$ cat src/rtl/inst_fetch_mem.sv
//------------------------------------------------------------------------------
// Module   : inst_fetch_mem
// Brief    : Fetch-stage instruction memory: registered read with valid/ready,
//            flush, loader write port and post-reset NOP fill.
// Revision : 1.0 - initial release
//------------------------------------------------------------------------------
`default_nettype none

module inst_fetch_mem #(
  parameter int                DATA_W   = 16,
  parameter int                ADDR_W   = 16,
  parameter int                DEPTH    = 140,
  parameter logic [DATA_W-1:0] NOP_WORD = 16'hFFFF
) (
  input  logic              i_clock,
  input  logic              i_reset,
  input  logic              i_req_valid,
  input  logic [ADDR_W-1:0] i_req_addr,
  output logic              o_req_ready,
  input  logic              i_flush,
  output logic              o_resp_valid,
  input  logic              i_resp_ready,
  output logic [DATA_W-1:0] o_resp_inst,
  output logic [ADDR_W-1:0] o_resp_addr,
  output logic              o_resp_fault,
  input  logic              i_load_en,
  input  logic [ADDR_W-1:0] i_load_addr,
  input  logic [DATA_W-1:0] i_load_data,
  output logic              o_init_done
);

  localparam int                IDX_W      = (DEPTH > 1) ? $clog2(DEPTH) : 1;
  localparam logic [ADDR_W:0]   c_depth    = (ADDR_W+1)'(DEPTH);
  localparam logic [IDX_W-1:0]  c_last_idx = IDX_W'(DEPTH - 1);

  typedef enum logic [0:0] {
    ST_INIT = 1'b0,
    ST_RUN  = 1'b1
  } state_t;

  state_t             r_state;
  state_t             w_state_nxt;
  logic [IDX_W-1:0]   r_init_ptr;
  logic [IDX_W-1:0]   w_init_ptr_nxt;

  logic [DATA_W-1:0]  r_mem [DEPTH];
  logic               w_mem_we;
  logic [IDX_W-1:0]   w_mem_idx;
  logic [DATA_W-1:0]  w_mem_data;

  logic               r_resp_valid;
  logic               r_resp_fault;
  logic [DATA_W-1:0]  r_resp_inst;
  logic [ADDR_W-1:0]  r_resp_addr;

  logic               w_run;
  logic               w_req_in_range;
  logic               w_load_in_range;
  logic               w_accept;
  logic [IDX_W-1:0]   w_req_idx;

  // Full-width unsigned compares: addresses never wrap into the array.
  assign w_run           = (r_state == ST_RUN);
  assign w_req_in_range  = ({1'b0, i_req_addr}  < c_depth);
  assign w_load_in_range = ({1'b0, i_load_addr} < c_depth);
  assign w_req_idx       = i_req_addr[IDX_W-1:0];
  assign o_req_ready     = w_run && !i_load_en && (!r_resp_valid || i_resp_ready);
  assign w_accept        = i_req_valid && o_req_ready && !i_flush;

  always_ff @(posedge i_clock or posedge i_reset) begin
    if (i_reset) begin
      r_state    <= ST_INIT;
      r_init_ptr <= '0;
    end else begin
      r_state    <= w_state_nxt;
      r_init_ptr <= w_init_ptr_nxt;
    end
  end

  always_comb begin
    w_state_nxt    = r_state;
    w_init_ptr_nxt = r_init_ptr;
    w_mem_we       = 1'b0;
    w_mem_idx      = r_init_ptr;
    w_mem_data     = NOP_WORD;
    case (r_state)
      ST_INIT: begin
        w_mem_we       = 1'b1;
        w_init_ptr_nxt = r_init_ptr + IDX_W'(1);
        if (r_init_ptr == c_last_idx) begin
          w_state_nxt    = ST_RUN;
          w_init_ptr_nxt = '0;
        end
      end
      ST_RUN: begin
        if (i_load_en && w_load_in_range) begin
          w_mem_we   = 1'b1;
          w_mem_idx  = i_load_addr[IDX_W-1:0];
          w_mem_data = i_load_data;
        end
      end
      default: w_state_nxt = ST_INIT;
    endcase
  end

  always_ff @(posedge i_clock) begin
    if (w_mem_we) begin
      r_mem[w_mem_idx] <= w_mem_data;
    end
  end

  // Flush outranks both a new accept and a held (stalled) response.
  always_ff @(posedge i_clock or posedge i_reset) begin
    if (i_reset) begin
      r_resp_valid <= 1'b0;
      r_resp_fault <= 1'b0;
      r_resp_inst  <= NOP_WORD;
      r_resp_addr  <= '0;
    end else if (w_run && i_flush) begin
      r_resp_valid <= 1'b0;
    end else if (w_accept) begin
      r_resp_valid <= 1'b1;
      r_resp_addr  <= i_req_addr;
      r_resp_fault <= !w_req_in_range;
      r_resp_inst  <= w_req_in_range ? r_mem[w_req_idx] : NOP_WORD;
    end else if (i_resp_ready) begin
      r_resp_valid <= 1'b0;
    end
  end

  assign o_resp_valid = r_resp_valid;
  assign o_resp_fault = r_resp_fault;
  assign o_resp_inst  = r_resp_inst;
  assign o_resp_addr  = r_resp_addr;
  assign o_init_done  = w_run;

endmodule

`default_nettype wire

$ cat config.mk
export PLATFORM = sky130hd
export DESIGN_NAME = inst_fetch_mem
export DESIGN_NICKNAME = d
export VERILOG_FILES = /design/src/rtl/inst_fetch_mem.sv
export SDC_FILE = /design/constraint.sdc
export NUM_CORES = 2
export LEC_CHECK = 0
export BUFFER_PORTS_ARGS = -buffer_cell sky130_fd_sc_hd__buf_2
export CAP_MARGIN = 20
export CORE_MARGIN = 2
export CORE_UTILIZATION = 25
export CTS_CLUSTER_SIZE = 40
export DETAILED_ROUTE_END_ITERATION = 16
export HOLD_SLACK_MARGIN = 0.03
export PLACE_DENSITY_LB_ADDON = 0.12
export SETUP_SLACK_MARGIN = 0.2
export SLEW_MARGIN = 20
export SYNTH_ARGS = -nofsm -noshare
export SYNTH_HDL_FRONTEND = slang
export SYNTH_SLANG_ARGS = --single-unit
$ cat constraint.sdc
create_clock -name i_clock -period 2.66 [get_ports i_clock]
set_input_delay 0.399 -clock i_clock [delete_from_list [all_inputs] [get_ports i_clock]]
set_output_delay 0.399 -clock i_clock [all_outputs]
set_load 0.02 [all_outputs]
==> reports/qor.txt <==
Crit path max-delay family -> multiplexers
Power consumption -> 79,100 uW
GRT Total Usage -> 17.1%
Initial antenna violation count -> 29
Run status -> finished, final reports clean
Peak VDD IR -> 0.412 mV
Crit start category -> flip-flop
RSZ-0062 raised after global routing -> true
Rows -> 219
Worst-path maximum fanout -> 1
Placement Cell Area -> 105,000 sq um
EDFF count, synth -> 2,240
Setup TNS -> 0 ns
Clk Latency, worst-skew pair -> 0.88 ns
Clock tree buffer depth -> 4
Max Slew Vio Count -> 0
Largest net degree at the start of global routing -> 85
Area Overhead vs Synth -> 27.0%
CP max stage delay -> 0.61 ns
Min Tclk post-route -> 2.43 ns
Via count -> 46,878
Maxcap violations -> 0
Routed WL -> 317,000 microns
1st-iter DRT viols -> 4,250
Die width -> 603 microns
Fmax -> 412 MHz
Asr flop ratio synth -> 1.88%
Max transition margin -> 23.8%
Worst R2R Setup Slack -> 0.23 ns
CP cell instances -> mux4_2, mux2i_1, buf_4, o22ai_2, nor4b_4, buf_12, o221a_2, a211oi_2
Global-route wire length before repair -> 428,000 microns
Io pins -> 90
Root Buffer -> clkbuf_16
Final Non-Filler Cells -> 10,150
Post-Layout Inst Area -> 114,000 sq um
Clock Pin Slew Worst Setup and Hold Paths -> 0.06 ns
Synth Area per Inst -> 21.5 sq um
Total grt overflow -> 0
Period utilisation layout -> 91.2%
Critical path endpoint category -> flip-flop
Total clock sinks -> 2,283
WP data required -> 3.46 ns
Final Skew -> 0.0541 ns
CP Buf/Inv Count -> 2
Pre-antenna DRT Iters -> 5
Share of cells above drive strength 1 -> 36.9%
Mapped Cells -> 4,182
Fin. Hold Viols -> 0
Hold Crit Class -> in2reg
Most frequent cells in the layout -> 2,240 x edfxtp_1, 560 x buf_4, 411 x mux4_2, 282 x buf_12, 281 x clkbuf_16
Seq cells post-synth -> 2,283
Mapped Area -> 89,700 sq um
Kind of critical path -> reg2reg
Pwr dens -> 694 nW/um^2
DRC -> 0
Post-route ant nets -> 0
Synthesized Nets -> 4,237
Dpl hpwl -> 214,000 microns
Vias in the first global route -> 48,042
CTS Buf Count -> 276
Die height -> 603 microns
Yosys cell types -> 91
Wire per inst -> 31.2 microns
Post-layout util -> 32.0%
CP arrival -> 3.22 ns
Prevailing post-synth register cell -> edfxtp_1
H-tree Lvls -> 5
Core area -> 356,000 sq um
Final setup violation count -> 0
Final #Nets -> 5,234
GPL Wtd Cong -> 0.852
Synth Warn # -> 0
Slowest cell on crit path -> nor4b_4
Placed cells -> 9,625
Die area -> 364,000 sq um
Worst Tran Pin Value -> 1.14 ns
CTS tree -> done
Vias per cell -> 4.62
Commonest non-fill, non-tap cell in the layout -> edfxtp_1
Register area share after synthesis -> 76.2%
Port bufs -> 89
Starting Density -> 25.2%
Static Leak -> 0.0366 uW
## per-layer routing
metal  vias up  share of wire [%]  track usage [%]
li1      19659                  -                -
met1     25850                 45             23.9
met3       303                4.0             2.29
met4         2                2.1             3.61
met5         -             0.0022                0
met2      1064                 49             28.5
## sequential cells by signal, summed over array words and instances, names as in the netlist
| register | flops |
|---|---|
| r_mem | 2240 |
| o_resp_addr | 16 |
| o_init_done | 1 |
| r_init_ptr | 8 |
| o_resp_inst | 16 |
| o_resp_valid | 1 |
| o_resp_fault | 1 |
## final timing paths
path / endpoint / start / cells past startpoint
max in group asynchronous: o_resp_inst[15] / i_reset / 5
hold / removal: r_mem[134][8] / i_load_data[8] / 2
setup reg to reg: o_resp_inst[7] / r_mem[91][7] / 8
min in group asynchronous: o_resp_addr[10] / i_reset / 4
hold reg to reg: o_resp_fault / o_resp_fault / 2
setup / recovery: o_resp_inst[7] / r_mem[91][7] / 8
## area by class of cell
type | instances | area, sq um
diodes | 10 | 25.0
repair buffers | 953 | 10500
multi-input cells | 1657 | 20200
fillers | 34146 | 243000
well taps | 4751 | 5940
inverters | 8 | 40.0
flip-flops and latches | 2283 | 68400
clock buffers | 353 | 7370
clock inverters | 135 | 1440
## cell families after synthesis
| logic type | Yosys count | synth area share (%) |
|---|---|---|
| AND/OR/NAND/NOR | 486 | 2.46 |
| multiplexers | 774 | 16.0 |
| AO/OA/AOI/OAI | 393 | 3.12 |
| flip-flops | 2283 | 76.2 |
| adder cells (fa/ha/maj) | 1 | 0.0139 |
| buffers and inverters | 242 | 2.22 |
| XOR/XNOR | 3 | 0.0293 |
## repair_timing
item,4_1_cts,5_1_grt
hold buffers,22,0
endpoints found under the hold margin,69,0
setup buffers,1,4
resized for setup,17,6
endpoints found under the setup margin,7,23
pin swaps,4,2
## worst reg2reg max path: stages, from the launching register on
cell	delay, ns
edfxtp_1	0.35
mux4_2	0.48
mux2i_1	0.18
buf_4	0.14
o22ai_2	0.14
nor4b_4	0.62
buf_12	0.19
o221a_2	0.19
a211oi_2	0.04
## Yosys cell counts (27+ instances only)
cell type | number | area share [%]
a22oi_1 | 29 | 0.24
a221oi_1 | 33 | 0.32
mux2_2 | 34 | 0.43
nor2_1 | 199 | 0.83
nand2_1 | 140 | 0.59
o21ai_0 | 52 | 0.29
o22ai_1 | 30 | 0.21
edfxtp_1 | 2240 | 75
mux4_1 | 85 | 2.5
nand3_1 | 36 | 0.20
mux2i_1 | 240 | 2.7
buf_2 | 69 | 0.38
mux4_2 | 411 | 10
o221ai_1 | 27 | 0.26
clkbuf_1 | 47 | 0.20
a21oi_1 | 76 | 0.42
dfrtp_1 | 27 | 0.75
## per-stage QoR
| step | hold slack [ns] | worst slack (ns) |
|---|---|---|
| after floorplan | 0.496 | -0.315 |
| after global placement | 0.387 | -1.63 |
| after detailed placement | 0.379 | -1.14 |
| after CTS | 0.0501 | 0.0893 |
| after global routing | 0.0758 | 0.189 |
| final | 0.104 | 0.234 |
## where the power goes
part / switching, uW / internal (uW)
Combinational: 1780 / 1310
Sequential: 0 / 38900
Clock: 15500 / 21600
Total: 17300 / 61800
No activity file was read; power rests on OpenSTA's default activity.
